### src/rtl/ccff_chain_loader_if.sv
// Host-side word stream into the ccff chain loader: data/valid from the host,
// ready back from the loader.
interface ccff_chain_loader_if #(
  parameter int WORD_W = 8
) ();
  logic [WORD_W-1:0] cfg_data;
  logic              cfg_valid;
  logic              cfg_ready;

  modport master (output cfg_data, output cfg_valid, input cfg_ready);
  modport slave  (input cfg_data, input cfg_valid, output cfg_ready);
endinterface

### src/rtl/ccff_chain_loader.sv
// Serialises host bitstream words MSB-first into a configuration flip-flop chain
// and counts the 1s that fall out of the chain tail during the load.
module ccff_chain_loader #(
  parameter int CHAIN_LEN = 12,
  parameter int WORD_W    = 8
) (
  input  logic                               prog_clk,
  input  logic                               prog_reset,
  input  logic                               start,
  input  logic                               abort,
  ccff_chain_loader_if.slave                 cfg,
  output logic                               ccff_head,
  input  logic                               ccff_tail,
  output logic                               shift_en,
  output logic                               busy,
  output logic                               done,
  output logic                               err,
  output logic [$clog2(CHAIN_LEN+1)-1:0]     rb_ones
);

  localparam int CNT_W = $clog2(CHAIN_LEN + 1);
  localparam int SC_W  = $clog2(WORD_W + 1);

  typedef enum logic [1:0] {
    S_IDLE,
    S_LOAD,
    S_DONE
  } state_t;

  state_t            state;
  logic [WORD_W-1:0] sreg;
  logic [SC_W-1:0]   sreg_cnt;
  logic [CNT_W-1:0]  bits_left;
  logic              shifting;
  logic              ready;
  logic              accept;

  // NOTE: every signal assigned in always_comb gets a value on every path, so no latch is inferred.
  always_comb begin
    shifting = 1'b0;
    ready    = 1'b0;
    if (state == S_LOAD && !abort) begin
      shifting = (sreg_cnt != '0) && (bits_left != '0);
      // A new word may land only when the buffer drains this cycle and the chain still wants more bits.
      ready    = ((sreg_cnt == '0) || (sreg_cnt == SC_W'(1) && shifting)) &&
                 (32'(bits_left) > 32'(sreg_cnt));
    end
    accept = ready && cfg.cfg_valid;
  end

  assign cfg.cfg_ready = ready;
  assign shift_en      = shifting;
  assign ccff_head     = shifting & sreg[WORD_W-1];
  assign busy          = (state == S_LOAD);

  // NOTE: sequential state uses non-blocking assignments so every register samples pre-edge values.
  always_ff @(posedge prog_clk) begin
    if (prog_reset) begin
      state     <= S_IDLE;
      sreg      <= '0;
      sreg_cnt  <= '0;
      bits_left <= '0;
      rb_ones   <= '0;
      done      <= 1'b0;
      err       <= 1'b0;
    end else begin
      done <= 1'b0;
      case (state)
        S_IDLE: begin
          // A start together with abort still launches the load; host words are ignored here.
          if (start) begin
            state     <= S_LOAD;
            bits_left <= CNT_W'(CHAIN_LEN);
            sreg      <= '0;
            sreg_cnt  <= '0;
            rb_ones   <= '0;
          end
        end

        S_LOAD: begin
          if (start) err <= 1'b1;
          if (abort) begin
            state     <= S_IDLE;
            sreg      <= '0;
            sreg_cnt  <= '0;
            bits_left <= '0;
          end else begin
            if (shifting) begin
              sreg      <= sreg << 1;
              sreg_cnt  <= sreg_cnt - SC_W'(1);
              bits_left <= bits_left - CNT_W'(1);
              if (ccff_tail && rb_ones != CNT_W'(CHAIN_LEN)) rb_ones <= rb_ones + CNT_W'(1);
              // Last chain bit: leftover low bits of a partial final word are dropped.
              if (bits_left == CNT_W'(1)) begin
                state    <= S_DONE;
                done     <= 1'b1;
                sreg     <= '0;
                sreg_cnt <= '0;
              end
            end
            if (accept) begin
              sreg     <= cfg.cfg_data;
              sreg_cnt <= SC_W'(WORD_W);
            end
          end
        end

        S_DONE: begin
          if (start) err <= 1'b1;
          state <= S_IDLE;
        end

        default: state <= S_IDLE;
      endcase
    end
  end

endmodule
### src/flat_wrapper.sv
// flat-port wrapper written by rule: the top's interface ports become plain ports
module ccff_chain_loader_flat 
#(
  parameter int CHAIN_LEN = 12,
  parameter int WORD_W    = 8
)
  (prog_clk, prog_reset, start, abort, ccff_head, ccff_tail, shift_en, busy, done, err, rb_ones, cfg_cfg_data, cfg_cfg_valid, cfg_cfg_ready);
  ccff_chain_loader_if #(.WORD_W(WORD_W)) cfg_i ();
  input  logic prog_clk;
  input  logic prog_reset;
  input  logic start;
  input  logic abort;
  output logic ccff_head;
  input  logic ccff_tail;
  output logic shift_en;
  output logic busy;
  output logic done;
  output logic err;
  output logic [$clog2(CHAIN_LEN+1)-1:0] rb_ones;
  input wire logic [$bits(cfg_i.cfg_data)-1:0] cfg_cfg_data;
  input wire logic [$bits(cfg_i.cfg_valid)-1:0] cfg_cfg_valid;
  output wire logic [$bits(cfg_i.cfg_ready)-1:0] cfg_cfg_ready;
  assign cfg_i.cfg_data = cfg_cfg_data;
  assign cfg_i.cfg_valid = cfg_cfg_valid;
  assign cfg_cfg_ready = cfg_i.cfg_ready;
  ccff_chain_loader #(.CHAIN_LEN(CHAIN_LEN), .WORD_W(WORD_W)) u_core (.prog_clk(prog_clk), .prog_reset(prog_reset), .start(start), .abort(abort), .cfg(cfg_i), .ccff_head(ccff_head), .ccff_tail(ccff_tail), .shift_en(shift_en), .busy(busy), .done(done), .err(err), .rb_ones(rb_ones));
endmodule
### config.mk
export PLATFORM = sky130hd
export DESIGN_NAME = ccff_chain_loader_flat
export DESIGN_NICKNAME = d
export VERILOG_FILES = /design/src/rtl/ccff_chain_loader_if.sv /design/src/rtl/ccff_chain_loader.sv /design/src/flat_wrapper.sv
export SDC_FILE = /design/constraint.sdc
export NUM_CORES = 1
export LEC_CHECK = 0
export ABC_AREA = 1
export CORE_ASPECT_RATIO = 0.75
export CORE_MARGIN = 3
export CORE_UTILIZATION = 48
export DETAILED_ROUTE_END_ITERATION = 7
export PLACE_DENSITY = 0.75
export SLEW_MARGIN = 0
export SYNTH_ARGS = -nofsm -noshare
export SYNTH_HDL_FRONTEND = slang
export SYNTH_SLANG_ARGS = --single-unit
### constraint.sdc
create_clock -name prog_clk -period 1.6 [get_ports prog_clk]
set_input_delay 0.32 -clock prog_clk [delete_from_list [all_inputs] [get_ports prog_clk]]
set_output_delay 0.32 -clock prog_clk [all_outputs]
set_load 0.02 [all_outputs]
# Word level (Yosys, flattened, before mapping)

Index checks and enable logic that the tools add are counted.

Bits in latches: 0
Word-level logic and storage cells: 74
Bits in writable memories: 0
Output and inout port bits: 10
Bits in read-only memories: 0
Input bits: 14
Memories: 0
Register bits: 24

Multiply operators: 0
Bitwise logic cells: 3
Add/sub/neg operators: 3
Magnitude comparators: 1
Reductions and logical operators: 20
Equality and inequality tests: 12
Divide/modulo/power cells: 0
Shift operators: 0
Mux-type cells: 28

Operator list:

| kind                  | count |
|---|---|
| $mux W4               | 11 |
| $mux W8               | 5 |
| $pmux W4 S2           | 3 |
| $pmux W8 S2           | 1 |
| $reduce_and A3 Y1     | 3 |
| $eq A4 B1 Y1 const B  | 2 |
| $mux W2               | 4 |
| $reduce_bool A4 Y1    | 2 |
| $sub A4 B1 Y4 const B | 2 |
| $logic_and A1 B1 Y1   | 6 |
| $ne A3 B2 Y1 const B  | 2 |
| $reduce_and A5 Y1     | 1 |
| $add A4 B1 Y4 const B | 1 |
| $gt A4 B4 Y1          | 1 |
| $logic_not A4 Y1      | 1 |
| $ne A2 B1 Y1 const B  | 2 |
| $ne A2 B2 Y1 const B  | 2 |
| $ne A4 B2 Y1 const B  | 1 |
| $ne A4 B4 Y1 const B  | 1 |
| $pmux W2 S2           | 1 |
| $reduce_or A4 Y1      | 1 |
| $mux W1               | 3 |
| $eq A2 B1 Y1 const B  | 1 |
| $eq A2 B2 Y1 const B  | 1 |
| other kinds (8)       | 9 |

# Longest topological paths before layout

Gate-level depths: netlist (run 1).

Depth in word-level cells: 10
Gate-level depth with buffers: 13

# Worst setup path before layout (run 1)

No wires, ideal clock.

Kind: flip-flop to flip-flop
Start: register u_core.state[1]
End: register u_core.sreg_cnt[1]
Stages on the path, launching flop included: 13
Library setup time: 0.116 ns
Buffers on the path: 1
Data arrival time: 1.725 ns
Required time: 1.484 ns
Slack: -0.241 ns
Cells stage by stage: dfxtp_1 inv_1 ha_1 inv_2 nor2_4 inv_2 nor2_2 nand4_2 o21bai_4 inv_2 buf_4 nor2_1 nor2_1

Cells in the longest elaborated chain, start to end: 7
Elaborated cells between the ends (all ways): 13

RTL lines:

| element                | RTL line                 | text |
|---|---|---|
| from (decl)            | ccff_chain_loader.sv:30  | `state_t state;` |
| from (signal assigned) | ccff_chain_loader.sv:59  | `state <= S_IDLE;` |
| from (signal assigned) | ccff_chain_loader.sv:72  | `state <= S_LOAD;` |
| from (signal assigned) | ccff_chain_loader.sv:83  | `state <= S_IDLE;` |
| $eq A2 B1 Y1 (*)       | --                       |  |
| via busy               | flat_wrapper.sv:16       | `output logic busy;` |
| $logic_and A1 B1 Y1    | ccff_chain_loader.sv:42  | `if (state == S_LOAD && !abort) begin` |
| $mux W1                | ccff_chain_loader.sv:42  |  |
| $logic_and A1 B1 Y1    | ccff_chain_loader.sv:48  | `accept = ready && cfg.cfg_valid;` |
| $mux W4                | ccff_chain_loader.sv:101 | `if (accept) begin` |
| $mux W4                | ccff_chain_loader.sv:82  | `if (abort) begin` |
| $pmux W4 S2            | ccff_chain_loader.sv:68  | `case (state)` |
| to (signal assigned)   | ccff_chain_loader.sv:90  | `sreg_cnt <= sreg_cnt - SC_W'(1);` |
| to (signal assigned)   | ccff_chain_loader.sv:103 | `sreg_cnt <= SC_W'(WORD_W);` |
| to (decl)              | ccff_chain_loader.sv:32  | `logic [SC_W-1:0] sreg_cnt;` |

The timed path passes the listed nets; every way through them passes the cells marked *.
A chain may end at the register's enable or synchronous reset.

# Final worst setup path (run 1)

Start: register u_core.bits_left[1]
End: register u_core.sreg_cnt[0]

Cells in the longest elaborated chain, start to end: 10
Elaborated cells between the ends (all ways): 17

RTL lines:

| element                                               | RTL line                | text |
|---|---|---|
| from (decl)                                           | ccff_chain_loader.sv:33 | `logic [CNT_W-1:0] bits_left;` |
| from (signal assigned)                                | ccff_chain_loader.sv:73 | `bits_left <= CNT_W'(CHAIN_LEN);` |
| from (signal assigned)                                | ccff_chain_loader.sv:91 | `bits_left <= bits_left - CNT_W'(1);` |
| branches (longest 10 deep; another with $gt A4 B4 Y1) | --                      |  |

Parallel ways; which one is timed is not known. The select of a mux whose other input is x is not followed.

==> summary.md, run 1 <==
| Metric | Value |
|---|---|
| Top_reg_cell synth | `dfxtp_1` |
| #FFs+latches synth | `24` |
| Reg clk slew, reported paths | `~0.090 ns` |
| Worst Setup Start Kind | `register` |
| CTS buffer count | `3` |
| Post-synth top area share | `about a third` |
| Ant. Diodes | `0` |
| Unrepaired setup endpoints after global routing | `true` |
| Layout area overhead | `65.45%` |
| Die Area | `3871 sq um` |
| CTS Root Cell | `clkbuf_8` |
| 1st-iter DRT viols | `between 100 and 150` |
| Register area share after synthesis | `31.74%` |
| Worst IR Drop VDD | `1.112 mV` |
| Effective utilization at floorplan | `a little over half` |
| Pleak | `around 0.0011 uW` |
| Worst Max-Slew Pin Slew | `~0.33 ns` |
| Period minus WS final | `1.866 ns` |
| WL/cell | `15.16 microns` |
| Congestion Overflow GR | `0` |
| Die Y | `around 55 microns` |
| R2R depth | `12` |
| Yosys top cell by area | `dfxtp_1` |
| Worst R2R Setup Slack | `-0.27 ns` |
| First-pass GRT wire length | `6851 microns` |
| Clk buf depth | `2` |
| Worst EP arrival | `2.08 ns` |
| Fin Hold WS | `0.4747 ns` |
| Via count | `roughly 1800` |
| Vias in the first global route | `1589` |
| Slew HR | `between 70% and 80%` |
| Final setup fails | `22` |
| DRT antenna net count | `0` |
| Row Count | `16` |
| Req. time, crit path | `1.81 ns` |
| Syn_area_per_cell | `6.640 sq um` |
| Critical hold path startpoint | `u_core.sreg[6]` |
| Via-per-instance ratio | `5.251` |
| Global-route usage over all layers | `22.82%` |
| Status | `finished, violations left` |
| Critical R2R Capture | `u_core.sreg_cnt[0]` |
| EDFF count, synth | `0` |
| CP Capture Type | `register` |
| Top-count cell post-synth | `nand2_1` |
| Synth Instances | `228` |
| Gpl congestion | `0.8687` |
| Drt pass-1 iters | `4` |
| Final net count | `327` |
| Area contributors post-synth | `dfxtp_1 (32%), nand2_1 (14%), ha_1 (9.9%)` |
| Filler cells | `between 100 and 150` |
| Setup Skew | `0.009461 ns` |
| Worst Slack Setup Final | `-0.2660 ns` |
| Power per cell area | `roughly 1800 nW/um^2` |
| Distinct cells, synth | `29` |
| Period utilization | `116.6%` |
| Syn_nets | `254` |
| Htree depth | `1` |
| Hold depth | `2` |
| DRC | `0` |
| Reg2reg start | `u_core.bits_left[1]` |
| TritonCTS clock tree | `done` |
| Layout cell share with drive strength beyond 1 | `45.82%` |
| Worst skew pair latency | `0.28 ns` |
| Power after layout | `4517 uW` |
| Failing checks | `setup timing` |
| Area of the core | `2803 sq um` |
| Clock sink total | `24` |
| Final Hold Fails | `0` |
| Final slew viol count | `0` |
| Top cells by count, synth | `nand2_1 (58), inv_1 (33), dfxtp_1 (24), nor2_1 (24), a21oi_1 (23)` |
| Highest Clock Rate | `approximately 540 MHz` |
| Detail Placement HPWL | `a little over 3000 microns` |
| Mapped Area | `1514 sq um` |
| Num ports | `24` |
| Final wirelength | `5078 microns` |
| HP Class | `reg -> reg` |
| Post-Place Setup Slack | `-0.5804 ns` |
| Width of the die | `70.85 microns` |
| Hold-fix buffers, CTS | `0` |
| Buffers on Ports | `23` |
| Hold worst-path end | `u_core.sreg[6]` |
| CP max FO | `5` |
| Max-cap violations | `0` |
| Setup CP Type | `reg -> reg` |
| Synth Warn # | `0` |
| Async SR Flop Fraction | `0%` |
| Post-layout util | `89.38%` |
| Largest net degree at the start of global routing | `13` |
| Antenna violations before repair | `0` |
## what timing repair did
item,CTS,global route
gates resized for setup,41,66
endpoints found under the setup margin,26,27
setup buffers,1,6
pin swaps,9,21
## critical path, cell delays in order (launching register included)
cell      delay, ns
dfxtp_2        0.34
buf_6          0.12
ha_4           0.27
nand2_2        0.05
nand2_2        0.07
nand2_2        0.06
nand2_2        0.06
buf_6          0.09
nand4_4        0.12
o21bai_4       0.26
buf_6          0.16
o21ai_0        0.09
nor2_1         0.12
## state kept, by name, summed over array words and instances (netlist names)
signal and flops:
u_core.bits_left 4, u_core.done 1, u_core.err 1, u_core.sreg 8, u_core.sreg_cnt 4, u_core.state 2, u_core.rb_ones 4
## through the flow
step,TNS [ns],area [sq um],instances
2_1_floorplan,0,1588,228
3_3_place_gp,-8.240,2161,326
3_5_place_dp,-8.675,2161,326
4_1_cts,-2.965,2267,330
5_1_grt,-5.549,2505,335
6_report,-3.553,2505,335
## placed cells by master, fill, tap and decap left out, types with 3 or more instances in the layout
master            n
a21oi_1          14
a21oi_2           9
buf_4            43
buf_6            10
clkbuf_8          3
clkdlybuf4s50_1  16
dfxtp_1          16
dfxtp_2           7
ha_1              5
ha_4              5
inv_1            22
inv_2            11
inv_4             4
nand2_1          42
nand2_2          14
nand2_4           3
nand3_1           6
nand3_2           6
nor2_1           20
nor2_4            5
o21ai_0           4
o21ai_1           3
o21ai_2           3
xor2_1            4
## where the power goes
part	leakage, uW	switching (uW)	internal, uW
Combinational	0.000892	1780	1510
Clock	0.0000216	203	169
Sequential	0.000199	123	736
## routing by layer
metal  GRT usage, %  vias to the layer above  wire (microns)
met5              0                        -               0
met3          4.587                        9             258
met2          41.08                       55            2508
li1               -                      864               -
met1          29.03                      831            2265
met4          4.375                        0              46
## how the worst max path moves through the flow
stage,depth (start not counted),end,slack [ns],start
finish,12,u_core.sreg_cnt[0],-0.27,u_core.bits_left[1]
global placement,7,cfg_cfg_ready,-0.55,abort
global route,12,u_core.sreg_cnt[0],-0.37,u_core.sreg_cnt[1]
detailed placement,7,cfg_cfg_ready,-0.58,abort
CTS,8,cfg_cfg_ready,-0.21,u_core.bits_left[1]
floorplan,12,u_core.sreg_cnt[0],0.0001,u_core.sreg_cnt[2]
## logic make-up (layout without fill, tap and decap cells)
family                     count (synthesis)  count (layout)  share of synthesized area, %
DFF                                       24              24                         31.74
xor gates and xnor gates                   4               4                         2.314
adders and majority gates                 12              12                         9.917
and+or+nand+nor                          105             105                         29.75
buffers and inverters                     44             115                         11.82
AOI/OAI and AO/OA                         39              39                         14.46
## final cells by class
class / instances / area, sq um / share of cell area (%)
inverter: 38 / 160.2 / 6.394
timing repair buffer: 74 / 645.6 / 25.77
sequential: 24 / 493.0 / 19.68
tap: 36 / 45.04 / 1.798
multi-input combinational: 160 / 1120 / 44.71
clock buffer: 3 / 41.29 / 1.648
Note: power is estimated with default switching activity, not from simulation.
==> inputs of run 2 (changes only) <==
--- a/config.mk
+++ b/config.mk
@@ -8,9 +8,9 @@
 export ABC_AREA = 1
 export CORE_ASPECT_RATIO = 0.75
 export CORE_MARGIN = 3
-export CORE_UTILIZATION = 48
+export CORE_UTILIZATION = 53
 export DETAILED_ROUTE_END_ITERATION = 7
-export PLACE_DENSITY = 0.75
+export PLACE_DENSITY = 0.79
 export SLEW_MARGIN = 0
 export SYNTH_ARGS = -nofsm -noshare
 export SYNTH_HDL_FRONTEND = slang
==> constraint.sdc (replaced) <==
create_clock -name prog_clk -period 1.8 [get_ports prog_clk]
set_input_delay 0.36 -clock prog_clk [delete_from_list [all_inputs] [get_ports prog_clk]]
set_output_delay 0.36 -clock prog_clk [all_outputs]
set_load 0.02 [all_outputs]
==> summary.md, run 2 (synthesis gave the netlist of run 1 again) <==
| Metric | Value |
|---|---|
| Number of flip-flops in the largest register | `8 (unchanged)` |
| Cell family with most CP delay | `simple AND/OR/NAND/NOR gates` |
| Crit path to | `u_core.sreg[3]` |
| R2R depth | `12 (unchanged)` |
| Sequential power share | `19.1% (about the same)` |
| Vias in the first global route | `1653 (+4.0%)` |
| Critical Path Source | `u_core.sreg_cnt[1]` |
| FF/Latch Area | `491.7 sq um (-0.25%)` |
| Global-route usage over all layers | `27.36% (+4.5 points)` |
| Commonest non-fill, non-tap cell in the layout | `nand2_1` |
| Metal3 WL | `425 microns (+65%)` |
| CP Capture Type | `register` |
| Power per cell area | `1611 nW/um^2 (-11%)` |
| Power after layout | `3883 uW (-14%)` |
| Sw Share | `47.56% (+1.0 points)` |
| Psw | `1847 uW (-12%)` |
| CTS buffer count | `3 (unchanged)` |
| Reg2reg start | `u_core.sreg_cnt[1]` |
| Buffers on Ports | `23 (unchanged)` |
| Unrepaired setup endpoints after global routing | `true` |
| HP Class | `reg -> reg` |
| Worst R2R Setup Slack | `-0.11 ns (+0.15 ns)` |
| Hold depth | `2 (unchanged)` |
| Congestion Overflow GR | `0 (unchanged)` |
| Worst Slack Setup Final | `-0.1148 ns (+0.1512 ns)` |
| DRC | `0 (unchanged)` |
| Req. time, crit path | `2.01 ns (+0.20 ns)` |
| Pleak | `0.001064 uW (-4.4%)` |
| Top reg by flops | `u_core.sreg` |
| Ant. Diodes | `0 (unchanged)` |
| Final setup fails | `14 (-36%)` |
| Slew HR | `80.32% (+2.5 points)` |
| CP max FO | `5 (unchanged)` |
| TritonCTS clock tree | `done` |
| Clk network pwr share | `10.0% (+1.8 points)` |
| Most used cell, CP | `nand2_2` |
| Highest Clock Rate | `522.2 MHz (-2.5%)` |
| CP Buf/Inv Count | `3 (unchanged)` |
| Pint | `2036 uW (-16%)` |
| Layout area overhead | `59.17%` |
| Final Hold Fails | `0 (unchanged)` |
| Period minus WS final | `1.915 ns (+0.04882 ns)` |
| Effective utilization at floorplan | `56.86% (+2.8 points)` |
| Most frequent cells in the layout | `nand2_1 (47), buf_4 (37), inv_1 (25)` |
| Gpl congestion | `0.8452 (-2.7%)` |
| Layout cell share with drive strength beyond 1 | `40.27% (-5.5 points)` |
| Setup Skew | `0.01216 ns (+0.002700 ns)` |
| Width of the die | `67.72 microns (-4.4%)` |
| Final wirelength | `5415 microns (+6.6%)` |
| Multi-input gate area | `1077 sq um (-3.8%)` |
| Max-cap violations | `0 (unchanged)` |
| Length of routed wiring on met1 | `2167 microns (-4.3%)` |
| Die Y | `52.29 microns (-4.3%)` |
| Largest incremental delay on the critical path | `0.36 ns (+0.02 ns)` |
| WL/cell | `16.46 microns (+8.6%)` |
| Final net count | `320 (-2.1%)` |
| 1st-iter DRT viols | `151 (+32%)` |
| Die Area | `3540 sq um (-8.5%)` |
| Clk buf depth | `2 (unchanged)` |
| Via count | `1841 (+4.7%)` |
| Filler cells | `127 (-1.6%)` |
| Detail Placement HPWL | `2743 microns (-9.5%)` |
| Worst skew pair latency | `0.28 ns (about the same)` |
| Reg clk slew, reported paths | `0.10 ns (about the same)` |
| Clock sink total | `24 (unchanged)` |
| Worst EP arrival | `2.13 ns (+0.05 ns)` |
| Period utilization | `106.4% (-10 points)` |
| Drt pass-1 iters | `7 (+3)` |
| Worst Setup Start Kind | `register` |
| Slowest cell on crit path | `dfxtp_2` |
| Largest net degree at the start of global routing | `17 (+4)` |
| Final slew viol count | `0 (unchanged)` |
| CP Depth | `12 (unchanged)` |
| Htree depth | `1 (unchanged)` |
| Crit-path cells | `inv_4, ha_4, nand2_2, nand2_2, nand2_2, nand2_2, buf_6, nand4_4, o21bai_4, buf_6, nand3_2, a21oi_2` |
| Uppermost routed layer | `met4` |
| Setup CP Type | `reg -> reg` |
| CTS Root Cell | `clkbuf_8` |
| Failing checks | `setup timing` |
| Comb pwr share | `70.9% (-1.8 points)` |
| Hold-fix buffers, CTS | `0 (unchanged)` |
| Num ports | `24 (unchanged)` |
| Via-per-instance ratio | `5.596 (+6.6%)` |
| Setup_tns | `-0.7752 ns (+2.778 ns)` |
| Area of the core | `2663 sq um (-5.0%)` |
| First-pass GRT wire length | `7238 microns (+5.6%)` |
| DRT antenna net count | `0 (unchanged)` |
| Antenna violations before repair | `0 (unchanged)` |
| Status | `finished, violations left` |
| Row Count | `16 (unchanged)` |
| Critical R2R Capture | `u_core.sreg[3]` |
| Worst IR Drop VDD | `1.245 mV (+12%)` |
| DR WL met2 | `2583 microns (+3.0%)` |
| Fin Hold WS | `0.4693 ns (-0.005401 ns)` |
| Worst Max-Slew Pin Slew | `0.2948 ns (-0.03594 ns)` |
==> run 2: worst min-delay path by stage <==
stage | slack [ns] | to | start
floorplan | 0.44 | u_core.sreg[0] | u_core.sreg[0]
global placement | 0.45 | u_core.sreg[0] | u_core.sreg[0]
detailed placement | 0.45 | u_core.sreg[0] | u_core.sreg[0]
CTS | 0.47 | u_core.sreg[0] | u_core.sreg[0]
global route | 0.49 | u_core.sreg[1] | u_core.sreg[1]
finish | 0.47 | u_core.sreg[1] | u_core.sreg[1]
==> run 2: area by class of cell <==
type / count / area share [%]
Tap cell: 36 / 1.869
Timing Repair Buffer: 67 / 24.61
Multi-Input combinational cell: 160 / 44.70
Inverter: 38 / 6.127
Clock buffer: 4 / 2.285
Sequential cell: 24 / 20.41
==> run 2: tightest hold or removal path, cell delays in order (launching register included) <==
cell,delay (ns)
dfxtp_1,0.32
nand2_1,0.06
a21oi_1,0.05
==> run 2: per-stage QoR <==
step	utilization [%]	instances	area, sq um	setup WS (ns)
2_1_floorplan	-	228	1516	0.02620
3_3_place_gp	76.64	319	2041	-0.4546
3_5_place_dp	76.64	319	2041	-0.4900
4_1_cts	82.99	326	2210	-0.03436
5_1_grt	90.51	329	2410	-0.1862
6_report	90.51	329	2410	-0.1148
==> run 2: metal layers <==
layer / vias to the layer above / track usage [%]
met1: 830 / 32.90
met2: 122 / 46.04
met4: 0 / 10.77
li1: 855 / -
met5: - / 0
met3: 34 / 7.296
==> run 2: power by group through the flow <==
stage / Combinational, uW / Clock [uW] / Sequential [uW]
2_1_floorplan: 1130 / 0 / 754
3_3_place_gp: 1910 / 0 / 713
3_5_place_dp: 1950 / 0 / 716
4_1_cts: 2150 / 382 / 726
5_1_grt: 2950 / 415 / 751
6_report: 2750 / 390 / 742
==> run 2: what timing repair did <==
item,4_1_cts,5_1_grt
setup buffers,3,3
gates resized for setup,50,47
pin swaps,7,19
endpoints found under the setup margin,16,20
==> inputs of run 3 (changes only) <==
--- a/config.mk
+++ b/config.mk
@@ -11,7 +11,6 @@
 export CORE_UTILIZATION = 53
 export DETAILED_ROUTE_END_ITERATION = 7
 export PLACE_DENSITY = 0.79
-export SLEW_MARGIN = 0
 export SYNTH_ARGS = -nofsm -noshare
 export SYNTH_HDL_FRONTEND = slang
 export SYNTH_SLANG_ARGS = --single-unit
==> results of run 3 <==
No change in the layout: final DEF, timing and power equal those of run 2.
